File: src/rtl/verificador_pkg.sv
// Shared constants for the move-sequence checker: state codes, ROM contents, address width.
// Latency: n/a (package only).
// Backpressure: n/a (package only).
package verificador_pkg;

  localparam int ADDR_W = 4;
  localparam int DADO_W = 4;

  // State codes double as the db_estado debug value.
  typedef enum logic [3:0] {
    INICIAL    = 4'h0,
    PREPARACAO = 4'h1,
    ESPERA     = 4'h2,
    REGISTRA   = 4'h3,
    COMPARA    = 4'h4,
    PROXIMO    = 4'h5,
    ACERTOU    = 4'hA,
    ERROU      = 4'hE
  } estado_t;

  // Move sequence; address 0 sits in the least significant nibble.
  localparam logic [63:0] ROM_SEQ = 64'h4188_4422_1124_8421;

  function automatic logic [DADO_W-1:0] rom_ler(input logic [ADDR_W-1:0] addr);
    return ROM_SEQ[{addr, 2'b00} +: DADO_W];
  endfunction

endpackage

File: src/rtl/verificador_jogadas_detector_borda.sv
// Rising-edge detector for the play button; one-cycle pulse per press.
// Latency: combinational pulse in the cycle the button is first seen high.
// Backpressure: none; the delayed copy tracks the button every cycle, in every state.
module detector_borda (
  input  logic clock,
  input  logic reset,
  input  logic jogada,
  output logic jogada_pulso
);

  logic jogada_d;

  // Delayed copy of the button, updated unconditionally so held presses never re-fire.
  always_ff @(posedge clock or negedge reset) begin
    if (!reset) jogada_d <= 1'b0;
    else        jogada_d <= jogada;
  end

  assign jogada_pulso = jogada & ~jogada_d;

endmodule

File: src/rtl/verificador_jogadas.sv
// Checks player moves against a fixed sequence and reports full match or the failing step.
// Latency: press seen in ESPERA at k -> REGISTRA k+1 -> COMPARA k+2 -> next/terminal k+3.
// Backpressure: presses outside ESPERA are ignored; iniciar only acts in idle/terminal states.
module verificador_jogadas
  import verificador_pkg::*;
#(
  parameter int N = 16
) (
  input  logic        clock,
  input  logic        reset,
  input  logic        iniciar,
  input  logic [3:0]  chaves,
  input  logic        jogada,
  input  logic        igual,
  output logic [3:0]  dado_esperado,
  output logic [3:0]  dado_jogado,
  output logic        pronto,
  output logic        acertou,
  output logic        errou,
  output logic [3:0]  db_contagem,
  output logic [3:0]  db_estado
);

  localparam logic [ADDR_W-1:0] ULTIMO = ADDR_W'(N - 1);

  estado_t           estado, proximo;
  logic [ADDR_W-1:0] contagem;
  logic              jogada_pulso;

  detector_borda u_borda (
    .clock        (clock),
    .reset        (reset),
    .jogada       (jogada),
    .jogada_pulso (jogada_pulso)
  );

  // State register.
  always_ff @(posedge clock or negedge reset) begin
    if (!reset) estado <= INICIAL;
    else        estado <= proximo;
  end

  // Next-state decode; unknown encodings fall back to INICIAL.
  always_comb begin
    proximo = estado;
    case (estado)
      INICIAL:    if (iniciar) proximo = PREPARACAO;
      PREPARACAO: proximo = ESPERA;
      ESPERA:     if (jogada_pulso) proximo = REGISTRA;
      REGISTRA:   proximo = COMPARA;
      COMPARA: begin
        if (!igual)                    proximo = ERROU;
        else if (contagem == ULTIMO)   proximo = ACERTOU;
        else                           proximo = PROXIMO;
      end
      PROXIMO:    proximo = ESPERA;
      ACERTOU:    if (iniciar) proximo = PREPARACAO;
      ERROU:      if (iniciar) proximo = PREPARACAO;
      default:    proximo = INICIAL;
    endcase
  end

  // Address counter and captured move; both freeze outside PREPARACAO/PROXIMO/REGISTRA,
  // so a failing pair stays visible in ERROU.
  always_ff @(posedge clock or negedge reset) begin
    if (!reset) begin
      contagem    <= '0;
      dado_jogado <= '0;
    end else begin
      if (estado == PREPARACAO)   contagem <= '0;
      else if (estado == PROXIMO) contagem <= contagem + 1'b1;

      if (estado == PREPARACAO)     dado_jogado <= '0;
      else if (estado == REGISTRA)  dado_jogado <= chaves;
    end
  end

  assign dado_esperado = rom_ler(contagem);
  assign pronto        = (estado == ACERTOU) || (estado == ERROU);
  assign acertou       = (estado == ACERTOU);
  assign errou         = (estado == ERROU);
  assign db_contagem   = contagem;
  assign db_estado     = estado;

endmodule

File: config.mk
export PLATFORM = sky130hd
export DESIGN_NAME = verificador_jogadas
export DESIGN_NICKNAME = d
export VERILOG_FILES = /design/src/rtl/verificador_pkg.sv /design/src/rtl/verificador_jogadas_detector_borda.sv /design/src/rtl/verificador_jogadas.sv
export SDC_FILE = /design/constraint.sdc
export NUM_CORES = 1
export LEC_CHECK = 0
export ABC_CLOCK_PERIOD_IN_PS = 1330
export BUFFER_PORTS_ARGS = -buffer_cell sky130_fd_sc_hd__buf_2
export CAP_MARGIN = 20
export CORE_UTILIZATION = 43
export CTS_BUF_LIST = sky130_fd_sc_hd__clkbuf_16
export DETAILED_ROUTE_END_ITERATION = 8
export PLACE_DENSITY_LB_ADDON = 0.3
export RECOVER_POWER = 100
export SYNTH_ARGS = -nofsm -noshare
export SYNTH_HDL_FRONTEND = slang
export SYNTH_SLANG_ARGS = --single-unit
File: constraint.sdc
create_clock -name clock -period 1.33 [get_ports clock]
set_input_delay 0.266 -clock clock [delete_from_list [all_inputs] [get_ports clock]]
set_output_delay 0.266 -clock clock [all_outputs]
set_load 0.005 [all_outputs]
---- After elaboration in Yosys (flattened, before gate mapping) ----
Index checks and enable logic that the tools add are counted.
storage, ports and cells
  bits in registers ....................... 13
  input bits .............................. 9
cells by class
  reduce and logical (&&, ||, !) cells .... 7
  equality and inequality tests ........... 10
  shift-type cells ........................ 1
  mux-type cells .......................... 9
  add/subtract/negate cells ............... 1
  bitwise gates (word level) .............. 2
operators with widths
  cell                     number
  $shiftx 64x7->4 const A  1
  $mux 4                   8
  $pmux 4 s5               1
  $eq 4x4->1 const B       3
  $eq 4x2->1 const B       2
  $eq 4x3->1 const B       2
  $add 4x1->4 const B      1
  $eq 4x1->1 const B       1
  $logic_not 4->1          1
  $reduce_bool 2->1        2
  $reduce_or 3->1          1
  $ne 2x1->1 const B       1
  $ne 2x2->1 const B       1
  $reduce_and 2->1         1
  $reduce_or 2->1          1
  $and 1x1->1              1
  $logic_or 1x1->1         1
  $not 1->1                1

---- Longest topological paths before layout ----
  word-level depth ........................ 4
  mapped depth ............................ 5

---- Hierarchy ----
From an unflattened synthesis, not the netlist that was laid out.
second synthesis, totals
  cell total of the unflattened synthesis .. 89
  area total of the unflattened synthesis .. 798.3 sq um
modules (own cells, without submodules)
  module               seq. area each (sq um)  cells an instance  instances  area each (sq um)
  verificador_jogadas  300.3                   87                 1          759.5
  detector_borda       25.0                    2                  1          38.8

---- Worst setup path after synthesis ----
Ideal clock, no wire load.
  kind .................................... register to output
  start point ............................. register contagem[1] (netlist: db_contagem[1])
  end point ............................... output dado_esperado[2]
  path slack .............................. -179 ps
  data arrival time ....................... 1243 ps
  buffers on the path ..................... 0
  stages on the path, launching flop included .. 4
  required time ........................... 1064 ps
  path through ............................ dfrtp_1 -> inv_1 -> ha_1 -> mux4_1
between the ends
  longest elaborated chain between the ends .. 1
RTL lines
  element                 line                       text
  start, declared         verificador_jogadas.sv:27  logic [ADDR_W-1:0] contagem;
  start signal, assigned  verificador_jogadas.sv:71  else if (estado == PROXIMO) contagem <= contagem + 1'b1;
  $shiftx 64x7->4         verificador_pkg.sv:25      return ROM_SEQ[{addr, 2'b00} +: DADO_W];
  end, declared           verificador_jogadas.sv:15  output logic [3:0] dado_esperado,
No other way between the ends.

---- Worst setup path in the final report ----
Ends and elaborated chain as after synthesis.

==> impl_metrics.env <==
export IMPL_cts_max_level=1
export IMPL_slew_limit_headroom_pct=53.11
export IMPL_grt_pass1_vias=676
export IMPL_synth_commonest_cells="nand2_1, dfrtp_1, inv_1"
export IMPL_yosysWarnings=0
export IMPL_nNetsFinal=144
export IMPL_synthMostInstantiatedCell="nand2_1"
export IMPL_synth_top_area_share_pct=40.82
export IMPL_dieArea_um2=2030
export IMPL_clock_skew_ns=0.001137
export IMPL_cts_sinks=13
export IMPL_synth_seq_cells=13
export IMPL_clock_path_buffers=2
export IMPL_slew_violations=0
export IMPL_crit_required_ns=1.06
export IMPL_synthFlopType="dfrtp_1"
export IMPL_yosysSeqAreaShare_pct=40.82
export IMPL_antennaDiodeCount=0
export IMPL_maxCapViolCount=0
export IMPL_endpoint_kind="output port"
export IMPL_fin_cells=154
export IMPL_hold_viol=0
export IMPL_grt_usage_pct=20.30
export IMPL_clk_latency_ns=0.24
export IMPL_overflow=0
export IMPL_vias=800
export IMPL_hpwl_um=1280
export IMPL_hp_start="jogada"
export IMPL_fin_crit_ns=1.715
export IMPL_vias_per_cell=5.195
export IMPL_peakVddDrop_v=0.001371
export IMPL_r2r_start="db_contagem[1]$_DFFE_PN0P_"
export IMPL_cp_data_arrival_time_ns=1.45
export IMPL_cp_max_fo=5
export IMPL_rsz0062_at_grt="yes"
export IMPL_tightestPinTransition_ns=0.7033
export IMPL_status="finished with violations"
export IMPL_hold_depth=1
export IMPL_hold_class="in -> reg"
export IMPL_synth_nets=99
export IMPL_power_density_nw_per_um2=1908
export IMPL_clkTransAtPathRegs_ns=0.04
export IMPL_grt_pass1_wl_um=2925
export IMPL_synth_cell_types=30
export IMPL_reg2reg_to="db_estado[3]$_DFFE_PN0P_"
export IMPL_syn_area_um2=797.0
export IMPL_r2r_setup_slack_ns=-0.07
export IMPL_timing_fmax_ghz=0.5832
export IMPL_startpoint_type="register"
export IMPL_die_width_um=45.05
export IMPL_syn2layout_area_growth_pct=54.32
export IMPL_violations="setup timing"
export IMPL_synthArstFlopShare_pct=100.0
export IMPL_p_leak_nw=0.5909
export IMPL_routedWlPerCell_um=13.30
export IMPL_synth_edf_count=0
export IMPL_dpl_cell_count=143
export IMPL_start_util_pct=46.16
export IMPL_rows=15
export IMPL_io_buffers=27
export IMPL_drcViolationCount=0
export IMPL_gp_congestion=0.7948
export IMPL_syn_avg_cell_area_um2=9.377
export IMPL_dr_pass1_iters=4
export IMPL_critPathKind="reg -> out"
export IMPL_cts_made_buffers=3
export IMPL_first_iter_violations=11
export IMPL_timing_final_crit_share_pct=128.9
export IMPL_place_ws_ns=-0.1528
export IMPL_grt_max_degree=14
export IMPL_fin_setup_tns_ns=-1.536
export IMPL_cts_root_buffer_cell="clkbuf_16"
export IMPL_synth_cells=85
export IMPL_synth_area_top_cells="dfrtp_1, ha_1, nand2_1, o21ai_2, inv_1"
export IMPL_drive_gt1_share_pct=56.59
export IMPL_nFillCells=146
export IMPL_setup_slack_ns=-0.3848
export IMPL_hold_path_endpoint="u_borda.jogada_d$_DFF_PN0_"
export IMPL_coreArea_um2=1727
export IMPL_wl_um=2048
export IMPL_synth_top_cell_by_area="dfrtp_1"
export IMPL_cts_tree="yes"
export IMPL_reg2regPathDepth=5
export IMPL_ant_nets=0
export IMPL_ios=28
export IMPL_setup_violations=11
export IMPL_die_height_um=45.05
export IMPL_antenna_found_initial=0
report_power, final:
part | total [mW] | internal (mW) | switching (mW)
registers | 0.615 | 0.525 | 0.0906
logic | 1.18 | 0.551 | 0.631
clock network | 0.549 | 0.395 | 0.154
total | 2.35 | 1.47 | 0.876
logic make-up after synthesis:
group	Yosys count	share of synthesized area, %
and+or+nand+nor	30	18.21
AOI/OAI and AO/OA	22	20.41
buffers and inverters	13	8.162
DFF	13	40.82
adders and majority gates	5	7.849
muxes	2	4.553
layer usage:
layer,vias up,GRT usage [%],wire (µm)
met2,25,30.43,1038
met5,-,0,0
met3,2,8.000,95
li1,384,-,-
met1,389,26.53,906
met4,0,7.273,7
worst max-delay path, cell delays in order (launching register included):
cell and delay (ns):
dfrtp_2 0.42, inv_2 0.06, ha_2 0.17, mux4_2 0.43
buf_2 0.14
state kept, by name, summed over array words and instances, names as in the netlist:
| name | flops |
|---|---|
| db_estado | 4 |
| db_contagem | 4 |
| dado_jogado | 4 |
| u_borda.jogada_d | 1 |
how the worst max path moves through the flow:
stage	from	endpoint	slack, ns	depth (start not counted)
2_1_floorplan	db_contagem[1]$_DFFE_PN0P_	dado_esperado[2]	-0.05	2
3_3_place_gp	db_contagem[1]$_DFFE_PN0P_	dado_esperado[2]	-0.12	3
3_5_place_dp	db_contagem[1]$_DFFE_PN0P_	dado_esperado[2]	-0.15	4
4_1_cts	db_contagem[0]$_DFFE_PN0P_	dado_esperado[2]	-0.39	4
5_1_grt	db_contagem[1]$_DFFE_PN0P_	dado_esperado[2]	-0.45	4
6_report	db_contagem[1]$_DFFE_PN0P_	dado_esperado[2]	-0.38	4
per-stage QoR:
step | power [mW] | hold WS [ns] | instance area, µm² | util, %
after floorplan | 1.205 | -0.02959 | 813.3 | -
final | 2.347 | 0.1506 | 1230 | 71.23
after global placement | 1.506 | 0.1674 | 1023 | 59.28
after detailed placement | 1.534 | 0.1650 | 1023 | 59.28
after global routing | 2.514 | 0.1474 | 1230 | 71.23
after CTS | 2.214 | 0.1456 | 1171 | 67.83
layout make-up:
type | instances | area, µm² | share of cell area [%]
multi-input cells | 59 | 491.7 | 39.98
flip-flops and latches | 13 | 330.3 | 26.86
repair buffers | 44 | 264.0 | 21.46
clock buffers | 3 | 75.07 | 6.104
inverters | 9 | 33.78 | 2.747
well taps | 25 | 31.28 | 2.543
clock inverters | 1 | 3.754 | 0.3052
placed cells by master (no fill, tap or decap), types with 2 or more instances in the layout:
cell	netlist	layout
a21oi_1	4	4
buf_2	1	24
buf_4	2	11
buf_6	1	2
clkbuf_1	0	3
clkbuf_16	0	3
clkbuf_2	0	2
dfrtp_1	13	9
dfrtp_2	0	4
ha_2	0	2
ha_4	0	3
inv_1	8	6
inv_2	1	4
nand2_1	16	14
nand3_1	3	2
nand3_2	1	2
nor2_1	4	2
o21ai_0	3	3
o21ai_2	4	4
o31ai_1	2	2
or3b_4	0	2
what timing repair did:
| item | CTS | global route |
|---|---|---|
| pin swaps | 3 | 5 |
| gates resized for setup | 5 | 15 |
| hold buffers | 1 | 0 |
| endpoints found under the hold margin | 13 | 0 |
| buffers inserted | 5 | 2 |
| endpoints found under the setup margin | 12 | 16 |
No activity file was read; power rests on OpenSTA's default activity.
